File: config.mk
export PLATFORM = sky130hd
export DESIGN_NAME = mmio_irq_expstate_bridge_flat
export DESIGN_NICKNAME = d
export VERILOG_FILES = /design/src/rtl/mmio_irq_expstate_bridge_if.sv /design/src/rtl/mmio_irq_expstate_bridge.sv /design/src/flat_wrapper.sv
export SDC_FILE = /design/constraint.sdc
export NUM_CORES = 1
export LEC_CHECK = 0
export ABC_AREA = 1
export CAP_MARGIN = 15
export CORE_MARGIN = 2
export CORE_UTILIZATION = 43
export DETAILED_ROUTE_END_ITERATION = 10
export GPL_TIMING_DRIVEN = 0
export HOLD_SLACK_MARGIN = 0.08
export PLACE_DENSITY = 0.77
export SLEW_MARGIN = 15
export SYNTH_ARGS = -nofsm -noshare
export SYNTH_HDL_FRONTEND = slang
export SYNTH_SLANG_ARGS = --single-unit
File: constraint.sdc
create_clock -name CLK -period 3.85 [get_ports CLK]
set_clock_uncertainty 0.15 [all_clocks]
set_input_delay 0.385 -clock CLK [delete_from_list [all_inputs] [get_ports CLK]]
set_output_delay 0.385 -clock CLK [all_outputs]
set_load 0.005 [all_outputs]
File: src/rtl/mmio_irq_expstate_bridge_if.sv
// mmio_irq_expstate_bridge_if
//   Groups the interrupt-conditioning and EXPSTATE signals between the MMIO model side
//   and the bridge.
//   master : drives raw lines, mode/mask/clear controls and TIE_EXPSTATE; reads the results.
//   slave  : the bridge; reads the controls and drives BInterrupt, irq_pending,
//            dropped_cnt, EXPSTATE and exp_changed.
interface mmio_irq_expstate_bridge_if #(
   parameter int unsigned NUM_IRQ   = 4,
   parameter int unsigned EXP_WIDTH = 32,
   parameter int unsigned CNT_W     = 8
);
   logic [NUM_IRQ-1:0]   mmio_BInterrupt;
   logic [NUM_IRQ-1:0]   irq_edge_mode;
   logic [NUM_IRQ-1:0]   irq_mask;
   logic [NUM_IRQ-1:0]   irq_clr;
   logic                 cnt_clr;
   logic [EXP_WIDTH-1:0] TIE_EXPSTATE;
   logic [NUM_IRQ-1:0]   BInterrupt;
   logic [NUM_IRQ-1:0]   irq_pending;
   logic [CNT_W-1:0]     dropped_cnt;
   logic [EXP_WIDTH-1:0] EXPSTATE;
   logic                 exp_changed;

   modport master (
      output mmio_BInterrupt, irq_edge_mode, irq_mask, irq_clr, cnt_clr, TIE_EXPSTATE,
      input  BInterrupt, irq_pending, dropped_cnt, EXPSTATE, exp_changed
   );

   modport slave (
      input  mmio_BInterrupt, irq_edge_mode, irq_mask, irq_clr, cnt_clr, TIE_EXPSTATE,
      output BInterrupt, irq_pending, dropped_cnt, EXPSTATE, exp_changed
   );
endinterface

File: src/rtl/mmio_irq_expstate_bridge.sv
// mmio_irq_expstate_bridge
//   Conditions NUM_IRQ MMIO interrupt lines for the core (level/edge mode per channel,
//   output masking, pending latches with clear, saturating dropped-edge counter) and
//   registers the TIE EXPSTATE export with a change-pulse.
// Ports
//   CLK    : core clock, all state updates on the rising edge
//   BReset : synchronous active-high reset, overrides every other input
//   bus_io : slave side of mmio_irq_expstate_bridge_if (controls in, conditioned outputs out)
module mmio_irq_expstate_bridge #(
   parameter int unsigned NUM_IRQ   = 4,
   parameter int unsigned EXP_WIDTH = 32,
   parameter int unsigned CNT_W     = 8
) (
   input logic                          CLK,
   input logic                          BReset,
   mmio_irq_expstate_bridge_if.slave    bus_io
);

   localparam int unsigned PopW = $clog2(NUM_IRQ + 1);
   // One spare bit so the sum can exceed the counter maximum before saturation.
   localparam int unsigned SumW = ((CNT_W > PopW) ? CNT_W : PopW) + 1;
   localparam logic [CNT_W-1:0] CntMax = {CNT_W{1'b1}};

   logic [NUM_IRQ-1:0]   sync_q, prev_q, pend_q, bint_q;
   logic [NUM_IRQ-1:0]   pend_d, bint_d, rise, pend_next, drop;
   logic [CNT_W-1:0]     cnt_q, cnt_d;
   logic [PopW-1:0]      drop_num;
   logic [SumW-1:0]      cnt_sum;
   logic [EXP_WIDTH-1:0] exp_q;
   logic                 chg_q, chg_d;

   always_comb begin
      rise      = sync_q & ~prev_q;
      // A new rise beats a simultaneous clear.
      pend_next = rise | (pend_q & ~bus_io.irq_clr);
      pend_d    = pend_next & bus_io.irq_edge_mode;
      bint_d    = ((bus_io.irq_edge_mode & pend_next) | (~bus_io.irq_edge_mode & sync_q))
                  & ~bus_io.irq_mask;
      // An edge is lost when it lands on a latch that is still set and not being cleared.
      drop      = rise & pend_q & ~bus_io.irq_clr & bus_io.irq_edge_mode;
      drop_num  = '0;
      for (int i = 0; i < int'(NUM_IRQ); i++) begin
         drop_num = drop_num + PopW'(drop[i]);
      end
      cnt_sum = SumW'(cnt_q) + SumW'(drop_num);
      if (bus_io.cnt_clr) begin
         cnt_d = '0;
      end else if (cnt_sum > SumW'(CntMax)) begin
         cnt_d = CntMax;
      end else begin
         cnt_d = cnt_sum[CNT_W-1:0];
      end
      chg_d = (bus_io.TIE_EXPSTATE != exp_q);
   end

   always_ff @(posedge CLK) begin
      if (BReset) begin
         sync_q <= '0;
         prev_q <= '0;
         pend_q <= '0;
         bint_q <= '0;
         cnt_q  <= '0;
         exp_q  <= '0;
         chg_q  <= 1'b0;
      end else begin
         sync_q <= bus_io.mmio_BInterrupt;
         prev_q <= sync_q;
         pend_q <= pend_d;
         bint_q <= bint_d;
         cnt_q  <= cnt_d;
         exp_q  <= bus_io.TIE_EXPSTATE;
         chg_q  <= chg_d;
      end
   end

   assign bus_io.BInterrupt  = bint_q;
   assign bus_io.irq_pending = pend_q;
   assign bus_io.dropped_cnt = cnt_q;
   assign bus_io.EXPSTATE    = exp_q;
   assign bus_io.exp_changed = chg_q;

endmodule

File: src/flat_wrapper.sv
// flat-port wrapper written by rule: the top's interface ports become plain ports
module mmio_irq_expstate_bridge_flat 
#(
   parameter int unsigned NUM_IRQ   = 4,
   parameter int unsigned EXP_WIDTH = 32,
   parameter int unsigned CNT_W     = 8
)
  (CLK, BReset, bus_io_mmio_BInterrupt, bus_io_irq_edge_mode, bus_io_irq_mask, bus_io_irq_clr, bus_io_cnt_clr, bus_io_TIE_EXPSTATE, bus_io_BInterrupt, bus_io_irq_pending, bus_io_dropped_cnt, bus_io_EXPSTATE, bus_io_exp_changed);
  mmio_irq_expstate_bridge_if #(.NUM_IRQ(NUM_IRQ), .EXP_WIDTH(EXP_WIDTH), .CNT_W(CNT_W)) bus_io_i ();
  input logic CLK;
  input logic BReset;
  input wire logic [$bits(bus_io_i.mmio_BInterrupt)-1:0] bus_io_mmio_BInterrupt;
  input wire logic [$bits(bus_io_i.irq_edge_mode)-1:0] bus_io_irq_edge_mode;
  input wire logic [$bits(bus_io_i.irq_mask)-1:0] bus_io_irq_mask;
  input wire logic [$bits(bus_io_i.irq_clr)-1:0] bus_io_irq_clr;
  input wire logic [$bits(bus_io_i.cnt_clr)-1:0] bus_io_cnt_clr;
  input wire logic [$bits(bus_io_i.TIE_EXPSTATE)-1:0] bus_io_TIE_EXPSTATE;
  output wire logic [$bits(bus_io_i.BInterrupt)-1:0] bus_io_BInterrupt;
  output wire logic [$bits(bus_io_i.irq_pending)-1:0] bus_io_irq_pending;
  output wire logic [$bits(bus_io_i.dropped_cnt)-1:0] bus_io_dropped_cnt;
  output wire logic [$bits(bus_io_i.EXPSTATE)-1:0] bus_io_EXPSTATE;
  output wire logic [$bits(bus_io_i.exp_changed)-1:0] bus_io_exp_changed;
  assign bus_io_i.mmio_BInterrupt = bus_io_mmio_BInterrupt;
  assign bus_io_i.irq_edge_mode = bus_io_irq_edge_mode;
  assign bus_io_i.irq_mask = bus_io_irq_mask;
  assign bus_io_i.irq_clr = bus_io_irq_clr;
  assign bus_io_i.cnt_clr = bus_io_cnt_clr;
  assign bus_io_i.TIE_EXPSTATE = bus_io_TIE_EXPSTATE;
  assign bus_io_BInterrupt = bus_io_i.BInterrupt;
  assign bus_io_irq_pending = bus_io_i.irq_pending;
  assign bus_io_dropped_cnt = bus_io_i.dropped_cnt;
  assign bus_io_EXPSTATE = bus_io_i.EXPSTATE;
  assign bus_io_exp_changed = bus_io_i.exp_changed;
  mmio_irq_expstate_bridge #(.NUM_IRQ(NUM_IRQ), .EXP_WIDTH(EXP_WIDTH), .CNT_W(CNT_W)) u_core (.CLK(CLK), .BReset(BReset), .bus_io(bus_io_i));
endmodule
==> flow_summary.ini, run 1 <==
[clock_tree]
cts_hold_buf = 0
clkLatencyLatePin_ns = 0.34
cts_buffers = 9
cts-root-buf = clkbuf_8
htree_levels = 3
cts.clk_slew.worst_paths_ns = 0.07
clkSinkCount = 57
post_cts_resized = 0
post_cts_buffers = 0
cts_tree = built
cts_buffer_depth = 2

[logic_synthesis]
synth_top_area_frac = 0.447
yosysUniqueCellTypes = 26
yosys.area.top_type = dfxtp_1
synth_edf_count = 0
synthTopCellsByArea = dfxtp_1 (45%), nand2_1 (17%), inv_1 (13%)
synth.net_count = 436
syn-cell-area_um2 = 2550
post_synth.cell_area_avg_um2 = 6.75
async_flop_share = 0
synth_ff_type = dfxtp_1
synthCells = 378
yosys_warnings = 0
seq_area_frac_synth = 0.447
ys_ff_latch = 57

[timing]
setup_ws_ns = 0.626
maxSlewViolCount = 0
period_minus_slack_ns = 3.22
finalSetupViolations = 0
tightest_slew_ns = 0.436
slew_headroom = 0.707
period_share = 0.837
rsz0062_at_grt = no
finalSetupTns_ns = 0
finalHoldViolCount = 0
clock.fmax_ghz = 0.310

[drt]
drt-vias-per-instance = 4.36
finalWirelength_um = 5730
detail-route-antenna-nets = 0
vias = 2472
drt-initial-drc-count = 74
drc = 0
dr.pass1.iters = 4
wl_per_cell_um = 10.1

[worst_setup_path]
crit_path_max_fanout = 7
r2r_slack_ns = 0.71
worst_path_max_delay_cell = clkdlybuf4s50_1
crit_start = bus_io_irq_edge_mode[0]
cp-end-kind = register
cp_cell_sequence = clkdlybuf4s50_1, inv_1, nor3_1, ha_1, fa_1, ha_1, inv_1, fa_1, o21bai_2, nand2_1, inv_2, nand2_4, a31oi_1
cp.required_ns = 3.97
reg2reg_from = u_core.sync_q[0]
crit_type = input pin to register
r2r_end = u_core.bus_io.dropped_cnt[7]
worst-r2r-cell-count = 13
crit_arrival_ns = 3.34
slowest_delay_ns = 0.49
cp-start-kind = input pin

[layout]
fill_cells = 530
num-nets-final = 545
mostFrequentLayoutCells = nand2_1 (113), clkdlybuf4s50_1 (98), inv_1 (87)
antenna_cells = 0
syn_to_final_growth_pct = 52.5
drive_gt1_frac = 0.0589
final_common_cell = nand2_1
final_cells = 567

[outcome]
status = complete, no violations

[placement]
dp.cells = 551
dp_hpwl_um = 4410
numPortBuffers = 98
place_worst_setup_slack_ns = 0.264
gp_congestion = 0.699

[die]
die_area_um2 = 6560
die_x_um = 81.0
num_rows = 28
initial_core_util = 0.438
die_h_um = 81.0
ioPinCount = 100
core_area_um2 = 5820

[global_routing]
antenna_found_initial = 0
grt_max_degree = 11
grt_pass1_vias = 2276
grt_use_total = 0.185
grt_pass1_wl_um = 9270
gr-total-overflow = 0

[min_path]
hold_path_depth = 2
hold_class = input pin to register
min_from = BReset
whs_endpoint = u_core.bus_io.irq_pending[3]

[power_and_ir_drop]
p_leak_nw = 1.91
comb_power_share = 0.121
ir_worst_vdd_uv = 249
pwr-share-clk = 0.469
seq_power_share = 0.409
p_sw_frac = 0.215
total_power_mw = 1.54
p_per_area_nw_per_um2 = 396
p_int_mw = 1.21
power_switching_mw = 0.330

[job]
drv_cap = 0
[worst max-delay path, delay by kind of cell]
kind            cells  cell delay (ns)
fa+ha+maj           4             1.45
buf+inv             4             0.70
simple gates        3             0.42
compound gates      2             0.39
[synthesized netlist by cell type, types with 2 or more instances]
library cell	n
a21oi_1	10
a31oi_1	2
buf_2	2
buf_4	3
dfxtp_1	57
fa_1	2
ha_1	5
inv_1	87
nand2_1	113
nand2_2	2
nand3_1	3
nor2_1	69
nor3_1	2
nor4_1	2
or2_1	4
xor2_1	5
[power by group through the flow]
stage / sequential [mW] / combinational, mW / clock [mW]
global placement: 0.642 / 0.183 / 0
detailed placement: 0.643 / 0.187 / 0
global route: 0.633 / 0.211 / 0.764
finish: 0.630 / 0.187 / 0.722
CTS: 0.630 / 0.189 / 0.735
floorplan: 0.644 / 0.0740 / 0
[worst max-delay path by stage]
| stage | to | cells after the start |
|---|---|---|
| 6_report | u_core.bus_io.dropped_cnt[7] | 13 |
| 5_1_grt | u_core.bus_io.dropped_cnt[5] | 15 |
| 4_1_cts | u_core.bus_io.dropped_cnt[7] | 13 |
| 3_3_place_gp | u_core.bus_io.dropped_cnt[7] | 13 |
| 2_1_floorplan | u_core.bus_io.dropped_cnt[7] | 13 |
| 3_5_place_dp | u_core.bus_io.dropped_cnt[7] | 13 |
[stage by stage]
stage          utilization  instance area [um2]  hold WS (ns)
3_5_place_dp         0.623                 3620         0.279
4_1_cts              0.668                 3890         0.264
5_1_grt              0.668                 3890         0.274
3_3_place_gp         0.623                 3620         0.272
6_report             0.668                 3890         0.273
2_1_floorplan            -                 2550         0.264
[area by class of cell]
class,instances,area [um2],share of cell area
timing repair buffer,98,981,0.252
tap,75,93.8,0.0241
buffer,5,32.5,0.00837
inverter,88,330,0.0850
sequential,57,1140,0.294
clock buffer,12,165,0.0425
clock inverter,4,97.6,0.0251
multi-input combinational,228,1050,0.269
[sequential cells by signal, summed over array words and instances, names as in the netlist]
register,cells
u_core.bus_io.dropped_cnt,8
u_core.sync_q,4
u_core.bus_io.exp_changed,1
u_core.bus_io.EXPSTATE,32
u_core.bus_io.BInterrupt,4
u_core.bus_io.irq_pending,4
u_core.prev_q,4
[metal layers]
layer  vias up  global-route usage  wire length [um]
met2        69               0.311              2690
li1       1310                   -                 -
met1      1081               0.192              2360
met3        12              0.0811               544
met5         -                   0                 0
met4         0               0.107               130
[cell families (layout without fill, tap and decap cells)]
logic type / Yosys count / count (layout) / share of synthesized area
AOI/OAI and AO/OA: 16 / 16 / 0.0358
adders and majority gates: 7 / 7 / 0.0402
DFF: 57 / 57 / 0.447
xor gates and xnor gates: 6 / 6 / 0.0206
buffers and inverters: 93 / 207 / 0.142
and+or+nand+nor: 199 / 199 / 0.314
Note: power is estimated with default switching activity, not from simulation.
==> run 2: changes to the inputs <==
clock period = 3.24 ns   (was 3.85 ns; I/O delays follow)
==> run 2 against run 1 <==
Die area is the same; design area grew 0.32%; combinational power increased by 19%; cell count did not move; power increased by 19%; sequential share of layout area decreased by 0.094 points; core utilization is 0.22 points higher; critical endpoint unchanged.
==> flow_summary.ini, run 2 (synthesis gave the netlist of run 1 again) <==
[worst_setup_path]
cp-start-kind = input pin
worst-r2r-cell-count = 13
crit_type = input pin to register
worst_path_max_delay_cell = clkdlybuf4s50_1
crit_path_max_fanout = 7
r2r_end = u_core.bus_io.dropped_cnt[7]
crit_arrival_ns = 3.12
cp_cell_sequence = clkdlybuf4s50_1, inv_1, nor3_2, ha_1, fa_1, ha_1, inv_1, fa_2, o21bai_2, nand2_1, inv_2, nand2_4, a31oi_1
cp.required_ns = 3.36
crit_buf_inv = 4
crit_start = bus_io_irq_edge_mode[0]
slowest_delay_ns = 0.49
reg2reg_from = u_core.sync_q[0]
critical_path.top_delay_family = adder cells
cp-end-kind = register
r2r_slack_ns = 0.27

[job]
drv_cap = 0

[die]
num_rows = 28
initial_core_util = 0.438
die_x_um = 81.0
core_area_um2 = 5820
die_area_um2 = 6560
ioPinCount = 100
die_h_um = 81.0

[layout]
fill_cells = 529
antenna_cells = 0
syn_to_final_growth_pct = 52.9
final_cells = 567
num-nets-final = 545
mostFrequentLayoutCells = nand2_1 (113), clkdlybuf4s50_1 (98), inv_1 (87)
drive_gt1_frac = 0.0650
final_common_cell = nand2_1
largest_reg_flops = 32

[power_and_ir_drop]
p_per_area_nw_per_um2 = 469
ir_worst_vdd_uv = 296
p_leak_nw = 1.91

[placement]
dp.cells = 551
dp_hpwl_um = 4410
numPortBuffers = 98
gp_congestion = 0.699

[clock_tree]
clkSinkCount = 57
cts-root-buf = clkbuf_8
cts.clk_slew.worst_paths_ns = 0.07
cts_hold_buf = 0
clkLatencyLatePin_ns = 0.34
cts_tree = built
cts_buffers = 9
htree_levels = 3
cts_buffer_depth = 2

[global_routing]
grt_use_total = 0.185
grt_max_degree = 11
antenna_found_initial = 0
grt_pass1_wl_um = 9270
grt_pass1_vias = 2276
gr-total-overflow = 0

[drt]
finalWirelength_um = 5730
wl_per_cell_um = 10.1
drc = 0
vias = 2470
drt-initial-drc-count = 71
drt-vias-per-instance = 4.36
dr.pass1.iters = 4
detail-route-antenna-nets = 0

[timing]
tightest_slew_ns = 0.434
slew_headroom = 0.708
rsz0062_at_grt = no
finalSetupViolations = 0
finalHoldViolCount = 0
period_minus_slack_ns = 3.00
clock.fmax_ghz = 0.334
hold_slack_ns = 0.207
period_share = 0.925
maxSlewViolCount = 0

[outcome]
status = complete, no violations

[min_path]
min_from = BReset
hold_path_depth = 2
hold_class = input pin to register
whs_endpoint = u_core.bus_io.irq_pending[3]
-- run 2: cell counts in the layout (fill, tap and decap cells not counted) --
No cell type changed its count.
-- run 2: power breakdown --
part	total [mW]	internal [mW]	switching (mW)
combinational	0.222	0.131	0.0911
clock	0.857	0.574	0.283
sequential	0.749	0.731	0.0178
total	1.83	1.44	0.392
-- run 2: worst register-to-register path, cell delays in order (launching register included) --
cell	delay (ns)
dfxtp_1	0.31
inv_1	0.04
or2_1	0.23
nor3_2	0.14
ha_1	0.27
fa_1	0.40
ha_1	0.31
inv_1	0.07
fa_2	0.38
o21bai_2	0.17
nand2_1	0.09
inv_2	0.08
nand2_4	0.08
a31oi_1	0.18
-- run 2: layout make-up --
cell class	count	area (um2)	area share
buffer	5	32.5	0.00834
tap	75	93.8	0.0241
inverter	88	330	0.0847
sequential	57	1140	0.293
timing repair buffer	98	981	0.252
clock buffer	12	165	0.0423
multi-input combinational	228	1060	0.271
clock inverter	4	97.6	0.0250
-- run 2: worst max-delay path by stage --
stage / end / slack, ns / cells after the start
floorplan: u_core.bus_io.dropped_cnt[7] / 0.41 / 13
finish: u_core.bus_io.dropped_cnt[7] / 0.24 / 13
detailed placement: u_core.bus_io.dropped_cnt[7] / -0.28 / 13
global placement: u_core.bus_io.dropped_cnt[7] / -0.21 / 13
CTS: u_core.bus_io.dropped_cnt[7] / 0.08 / 13
global route: u_core.bus_io.dropped_cnt[5] / 0.06 / 15
-- run 2: per-stage QoR --
stage / setup TNS, ns / utilization / cell area, um2 / worst slack [ns] / power (mW)
3_3_place_gp: -1.37 / 0.623 / 3620 / -0.208 / 0.980
4_1_cts: 0 / 0.668 / 3890 / 0.0814 / 1.85
2_1_floorplan: 0 / - / 2550 / 0.413 / 0.853
6_report: 0 / 0.671 / 3900 / 0.242 / 1.83
5_1_grt: 0 / 0.671 / 3900 / 0.0620 / 1.91
3_5_place_dp: -1.89 / 0.623 / 3620 / -0.285 / 0.987
-- run 2: what timing repair did --
action                                  4_1_cts  5_1_grt
endpoints found under the setup margin        0        4
hold endpoints to repair                      0        0
gates resized for setup                       0        3
buffers inserted                              0        0
-- run 2: layer usage --
layer / global-route usage / share of wire
met5: 0 / 0
met2: 0.311 / 0.47
met4: 0.107 / 0.023
met1: 0.192 / 0.41
met3: 0.0811 / 0.098
